File: src/rtl/mem_arbiter_if.sv
`timescale 1ns/1ps
`default_nettype none
// ============================================================================
//  Module   : mem_arbiter_if
//  Purpose  : Bundles the I-cache, D-cache and SDRAM-controller handshakes of
//             the two-port memory arbiter.
//  Revision : 1.0  initial release
// ============================================================================
interface mem_arbiter_if;
    logic [31:0] i_addr;
    logic [31:0] i_data;
    logic        i_we;
    logic        i_start;
    logic [31:0] i_q;
    logic        i_done;

    logic [31:0] d_addr;
    logic [31:0] d_data;
    logic        d_we;
    logic        d_start;
    logic [31:0] d_q;
    logic        d_done;

    logic [31:0] sdc_addr;
    logic [31:0] sdc_data;
    logic        sdc_we;
    logic        sdc_start;
    logic [31:0] sdc_q;
    logic        sdc_done;

    // Arbiter view: serves both caches and masters the SDRAM controller.
    modport master (
        input  i_addr, i_data, i_we, i_start,
        output i_q, i_done,
        input  d_addr, d_data, d_we, d_start,
        output d_q, d_done,
        output sdc_addr, sdc_data, sdc_we, sdc_start,
        input  sdc_q, sdc_done
    );

    // Environment view: the caches and the SDRAM controller.
    modport slave (
        output i_addr, i_data, i_we, i_start,
        input  i_q, i_done,
        output d_addr, d_data, d_we, d_start,
        input  d_q, d_done,
        input  sdc_addr, sdc_data, sdc_we, sdc_start,
        output sdc_q, sdc_done
    );
endinterface
`default_nettype wire

File: src/rtl/mem_arbiter.sv
`timescale 1ns/1ps
`default_nettype none
// ============================================================================
//  Module   : mem_arbiter
//  Purpose  : Two-port (I-cache / D-cache) arbiter in front of one SDRAM
//             controller; round-robin or fixed D-priority arbitration.
//  Revision : 1.0  initial release
// ============================================================================
module mem_arbiter #(
    parameter int FIXED_PRIO = 0
) (
    input  wire logic          clk,
    input  wire logic          reset,
    mem_arbiter_if.master      bus
);

    localparam bit c_fixed = (FIXED_PRIO != 0);

    typedef enum logic [1:0] {
        IDLE    = 2'd0,
        BUSY    = 2'd1,
        RELEASE = 2'd2
    } state_t;

    state_t r_state;
    logic   r_i_prev, r_d_prev;
    logic   r_i_arm,  r_d_arm;
    logic   r_i_pend, r_d_pend;
    logic   r_last_d;
    logic   r_grant_d;

    logic w_i_rise, w_d_rise;
    logic w_i_req,  w_d_req;
    logic w_pick_d;
    logic w_grant;
    logic w_busy;

    // A port is armed only once its start has been seen low, so a start held
    // high across reset is not mistaken for a fresh request.
    assign w_i_rise = bus.i_start & ~r_i_prev & r_i_arm;
    assign w_d_rise = bus.d_start & ~r_d_prev & r_d_arm;

    // Live request: pending (or rising now) and not withdrawn this cycle.
    assign w_i_req  = bus.i_start & (r_i_pend | w_i_rise);
    assign w_d_req  = bus.d_start & (r_d_pend | w_d_rise);

    assign w_pick_d = w_d_req & (~w_i_req | c_fixed | ~r_last_d);
    assign w_grant  = (r_state == IDLE) & (w_i_req | w_d_req);
    assign w_busy   = (r_state == BUSY);

    always_ff @(posedge clk) begin
        if (reset) begin
            r_state      <= IDLE;
            r_i_prev     <= 1'b0;
            r_d_prev     <= 1'b0;
            r_i_arm      <= ~bus.i_start;
            r_d_arm      <= ~bus.d_start;
            r_i_pend     <= 1'b0;
            r_d_pend     <= 1'b0;
            r_last_d     <= 1'b0;
            r_grant_d    <= 1'b0;
            bus.sdc_addr  <= '0;
            bus.sdc_data  <= '0;
            bus.sdc_we    <= 1'b0;
            bus.sdc_start <= 1'b0;
        end else begin
            r_i_prev <= bus.i_start;
            r_d_prev <= bus.d_start;
            r_i_arm  <= r_i_arm | ~bus.i_start;
            r_d_arm  <= r_d_arm | ~bus.d_start;
            r_i_pend <= w_i_req & ~(w_grant & ~w_pick_d);
            r_d_pend <= w_d_req & ~(w_grant &  w_pick_d);

            case (r_state)
                IDLE: begin
                    if (w_grant) begin
                        r_grant_d     <= w_pick_d;
                        r_last_d      <= w_pick_d;
                        bus.sdc_addr  <= w_pick_d ? bus.d_addr : bus.i_addr;
                        bus.sdc_data  <= w_pick_d ? bus.d_data : bus.i_data;
                        bus.sdc_we    <= w_pick_d ? bus.d_we   : bus.i_we;
                        bus.sdc_start <= 1'b1;
                        r_state       <= BUSY;
                    end
                end
                BUSY: begin
                    if (bus.sdc_done) begin
                        bus.sdc_addr  <= '0;
                        bus.sdc_data  <= '0;
                        bus.sdc_we    <= 1'b0;
                        bus.sdc_start <= 1'b0;
                        r_state       <= RELEASE;
                    end
                end
                RELEASE: r_state <= IDLE;
                default: r_state <= IDLE;
            endcase
        end
    end

    // Completion and read data reach the granted requester combinationally.
    assign bus.i_done = bus.sdc_done & w_busy & ~r_grant_d;
    assign bus.d_done = bus.sdc_done & w_busy &  r_grant_d;
    assign bus.i_q    = (w_busy & ~r_grant_d) ? bus.sdc_q : 32'd0;
    assign bus.d_q    = (w_busy &  r_grant_d) ? bus.sdc_q : 32'd0;

endmodule
`default_nettype wire

File: src/flat_wrapper.sv
// flat-port wrapper written by rule: the top's interface ports become plain ports
module mem_arbiter_flat 
#(
    parameter int FIXED_PRIO = 0
)
  (clk, reset, bus_i_addr, bus_i_data, bus_i_we, bus_i_start, bus_i_q, bus_i_done, bus_d_addr, bus_d_data, bus_d_we, bus_d_start, bus_d_q, bus_d_done, bus_sdc_addr, bus_sdc_data, bus_sdc_we, bus_sdc_start, bus_sdc_q, bus_sdc_done);
  mem_arbiter_if bus_i ();
  input  wire logic clk;
  input  wire logic reset;
  input wire logic [$bits(bus_i.i_addr)-1:0] bus_i_addr;
  input wire logic [$bits(bus_i.i_data)-1:0] bus_i_data;
  input wire logic [$bits(bus_i.i_we)-1:0] bus_i_we;
  input wire logic [$bits(bus_i.i_start)-1:0] bus_i_start;
  output wire logic [$bits(bus_i.i_q)-1:0] bus_i_q;
  output wire logic [$bits(bus_i.i_done)-1:0] bus_i_done;
  input wire logic [$bits(bus_i.d_addr)-1:0] bus_d_addr;
  input wire logic [$bits(bus_i.d_data)-1:0] bus_d_data;
  input wire logic [$bits(bus_i.d_we)-1:0] bus_d_we;
  input wire logic [$bits(bus_i.d_start)-1:0] bus_d_start;
  output wire logic [$bits(bus_i.d_q)-1:0] bus_d_q;
  output wire logic [$bits(bus_i.d_done)-1:0] bus_d_done;
  output wire logic [$bits(bus_i.sdc_addr)-1:0] bus_sdc_addr;
  output wire logic [$bits(bus_i.sdc_data)-1:0] bus_sdc_data;
  output wire logic [$bits(bus_i.sdc_we)-1:0] bus_sdc_we;
  output wire logic [$bits(bus_i.sdc_start)-1:0] bus_sdc_start;
  input wire logic [$bits(bus_i.sdc_q)-1:0] bus_sdc_q;
  input wire logic [$bits(bus_i.sdc_done)-1:0] bus_sdc_done;
  assign bus_i.i_addr = bus_i_addr;
  assign bus_i.i_data = bus_i_data;
  assign bus_i.i_we = bus_i_we;
  assign bus_i.i_start = bus_i_start;
  assign bus_i_q = bus_i.i_q;
  assign bus_i_done = bus_i.i_done;
  assign bus_i.d_addr = bus_d_addr;
  assign bus_i.d_data = bus_d_data;
  assign bus_i.d_we = bus_d_we;
  assign bus_i.d_start = bus_d_start;
  assign bus_d_q = bus_i.d_q;
  assign bus_d_done = bus_i.d_done;
  assign bus_sdc_addr = bus_i.sdc_addr;
  assign bus_sdc_data = bus_i.sdc_data;
  assign bus_sdc_we = bus_i.sdc_we;
  assign bus_sdc_start = bus_i.sdc_start;
  assign bus_i.sdc_q = bus_sdc_q;
  assign bus_i.sdc_done = bus_sdc_done;
  mem_arbiter #(.FIXED_PRIO(FIXED_PRIO)) u_core (.clk(clk), .reset(reset), .bus(bus_i));
endmodule
File: config.mk
export PLATFORM = sky130hd
export DESIGN_NAME = mem_arbiter_flat
export DESIGN_NICKNAME = d
export VERILOG_FILES = /design/src/rtl/mem_arbiter_if.sv /design/src/rtl/mem_arbiter.sv /design/src/flat_wrapper.sv
export SDC_FILE = /design/constraint.sdc
export NUM_CORES = 1
export LEC_CHECK = 0
export ABC_AREA = 1
export BUFFER_PORTS_ARGS = -buffer_cell sky130_fd_sc_hd__buf_2
export CAP_MARGIN = 20
export CORE_AREA = 5 5 111 113
export CTS_CLUSTER_SIZE = 14
export DETAILED_ROUTE_END_ITERATION = 6
export DIE_AREA = 0 0 116 118
export GPL_ROUTABILITY_DRIVEN = 1
export PLACE_DENSITY = 0.76
export SYNTH_ARGS = -nofsm -noshare
export SYNTH_HDL_FRONTEND = slang
export SYNTH_SLANG_ARGS = --single-unit
File: constraint.sdc
create_clock -name clk -period 1.55 [get_ports clk]
set_input_delay 0.465 -clock clk [delete_from_list [all_inputs] [get_ports clk]]
set_output_delay 0.465 -clock clk [all_outputs]
set_load 0.01 [all_outputs]
==> flow_summary.yaml <==
sta:
  rsz0062_at_grt: "true"
  tightest_slew_ns: 0.4426
  setup_viol: 66
  slew_violations: 0
  worst_hold_slack_ns: 0.3584
  setup_slack_ns: -0.2436
  period_minus_slack_ns: 1.794
  finClkSkew_ns: 0.01175
  finalCritPeriodShare_pct: 115.7
  max_freq_mhz: 557.5
  finalHoldViolCount: 0
  max_slew_margin_pct: 70.49
  fin_setup_tns_ns: -14.15
clock_network:
  htree_levels: 3
  postCtsHoldBufs: 0
  numCtsBuffers: 9
  clk_latency_ns: 0.32
  path_clk_slew_ns: 0.05
  cts_buffer_depth: 2
  cts_tree: "yes"
  clock-root-buffer: "clkbuf_16"
  cts.sink_count: 75
  cts_setup_buffers: 0
logic_synthesis:
  synth.distinct_cells: 18
  synth_top_area_share_pct: 34.45
  postSynthCellCount: 710
  syn-num-nets: 877
  syn-mean-instance-area_sq_um: 6.138
  yosys-top-cells-area: "dfxtp_1, nor2_1, nand4_1"
  ys_seq_area_share_pct: 34.45
  synth_top_area_cell: "dfxtp_1"
  ys_seq_elements: 75
  yosysWarnings: 0
  synth_area_sq_um: 4358
min_path:
  worstHoldPathCells: 2
  min_delay_worst_endpoint: "u_core.r_d_arm"
  hold_path.class: "input pin to flip-flop"
  hp-start: "bus_d_start"
critical_path:
  r2r_cells: 8
  r2r_slack_ns: 0.13
  slowest_delay_ns: 0.34
  critPathRequiredTime_ns: 1.08
  critical_path_arrival_ns: 1.33
  cp_max_fo: 33
  criticalPathCategory: "flip-flop to primary output"
  critPathSlowestCell: "dfxtp_2"
  end_kind: "primary output"
  cp-start-kind: "flip-flop"
  reg2reg_from: "u_core.r_state[0]"
  r2r_end: "u_core.bus.sdc_we"
  worstPathCellList: "nor2_4 > nand2_2 > buf_12 > nor2_1 > buf_2"
routing:
  postRouteAntennaNets: 0
  vias: 5516
  drt_iter0_markers: 447
  dr.pass1.iters: 7
  wl_per_cell_microns: 14.13
  viasPerCell: 4.856
  wirelength_microns: 16050
  drc: 3
cells_and_area:
  syn_to_final_growth_pct: 49.41
  multi_input_area_sq_um: 2218
  final_cell_mix: "buf_2, nor2_1, inv_1"
  nets: 1157
  top_regs: "u_core.bus.sdc_addr x32, u_core.bus.sdc_data x32, u_core.r_state x2"
  final_common_cell: "buf_2"
  final_area_sq_um: 6511
  seqCellArea_sq_um: 1505
  drive_above_1_share_pct: 38.77
  fillCellCount: 1134
  diodes: 0
floorplan:
  fp-row-count: 39
  core-area_sq_um: 11220
  die_width_microns: 116
  design.die.area_sq_um: 13690
  start_util_pct: 38.83
  dieHeight_microns: 118
  io_pins: 299
outcome:
  outcome: "finished, violations left"
  violations: "DRC, setup timing"
global_route:
  grt_pass1_wl_microns: 24630
  antenna_found_initial: 0
  busiest_layer: "met2"
  grt_pass1_vias: 4989
  grt_max_degree: 42
  overflow: 0
  gr-usage-met2_pct: 36.15
  use_met3_pct: 5.810
  grt.met1_usage_pct: 27.39
  track_usage_pct: 21.51
placement:
  gp_congestion: 0.8618
  dp_slack_ns: 0.01549
  hpwl_microns: 11870
  place_area_sq_um: 6076
  port_buffers: 298
power:
  cellPowerDensity_nw_per_um2: 1012
  power.leakage_nw: 4.003
  max-vdd-ir-drop_v: 0.0006262
run:
  drv_cap: 0
## cells by family (layout without fill, tap and decap cells)
logic type | Yosys count | count (layout) | synth area share (%)
flops | 75 | 75 | 34.45
compound gates | 5 | 5 | 0.8901
buf+inv | 167 | 450 | 16.54
simple gates | 463 | 463 | 48.12
## cell usage after synthesis
library cell and instances:
buf_4 7, buf_2 24, buf_6 5, nand3_4 1
nand2_2 4, nand2_1 80, nor2_1 205, o211ai_1 1
dfxtp_1 75, a21oi_1 3, buf_1 7, nand3_1 86
nor2_4 2, nand4_1 85, inv_2 2, a21oi_4 1
clkbuf_1 16, inv_1 106
## power by group
part           switching [mW]  internal, mW  total, mW
Sequential              0.108          2.14       2.25
Clock                   0.790          1.55       2.34
Combinational            1.17         0.824       1.99
Total                    2.07          4.52       6.59
## worst max-delay path: cells and delay by family (launching register included)
kind	cells	cell delay [ns]
DFF	1	0.34
buffers and inverters	2	0.31
and+or+nand+nor	3	0.35
## area by class of cell
cell class / count / share of cell area, %
repair buffers: 328 / 28.79
inverters: 108 / 6.226
clock buffers: 9 / 3.459
multi-input cells: 468 / 34.07
well taps: 143 / 2.748
clock inverters: 5 / 1.595
flip-flops and latches: 75 / 23.12
## worst max path at each step
stage               cells after the start  slack (ns)                       to         startpoint
global route                            5       -0.31               bus_d_q[3]  u_core.r_state[1]
finish                                  5       -0.24               bus_i_q[1]  u_core.r_state[1]
floorplan                               5        0.07              bus_d_q[10]  u_core.r_state[0]
detailed placement                      8        0.02   u_core.bus.sdc_data[4]        bus_i_start
global placement                        9        0.01  u_core.bus.sdc_data[29]        bus_d_start
CTS                                     6       -0.27               bus_d_q[4]  u_core.r_state[0]
## stage by stage
| step | util [%] | std cells | power [mW] |
|---|---|---|---|
| floorplan | - | 710 | 3.427 |
| global placement | 54.14 | 1121 | 4.235 |
| detailed placement | 54.14 | 1121 | 4.256 |
| CTS | 57.46 | 1136 | 6.629 |
| global route | 58.02 | 1136 | 6.958 |
| finish | 58.02 | 1136 | 6.589 |
## routing by layer
layer	vias up	share of wire, %	wire, microns
li1	2798	-	-
met1	2444	40	6451
met2	257	49	7825
met3	17	10	1608
met4	0	1.0	167
met5	-	0	0
## timing repair
item	4_1_cts	5_1_grt
endpoints found under the setup margin	66	66
gates resized for setup	7	26
pin swaps	1	1
gates cloned	1	0
Power figures use the tool's default switching activity.
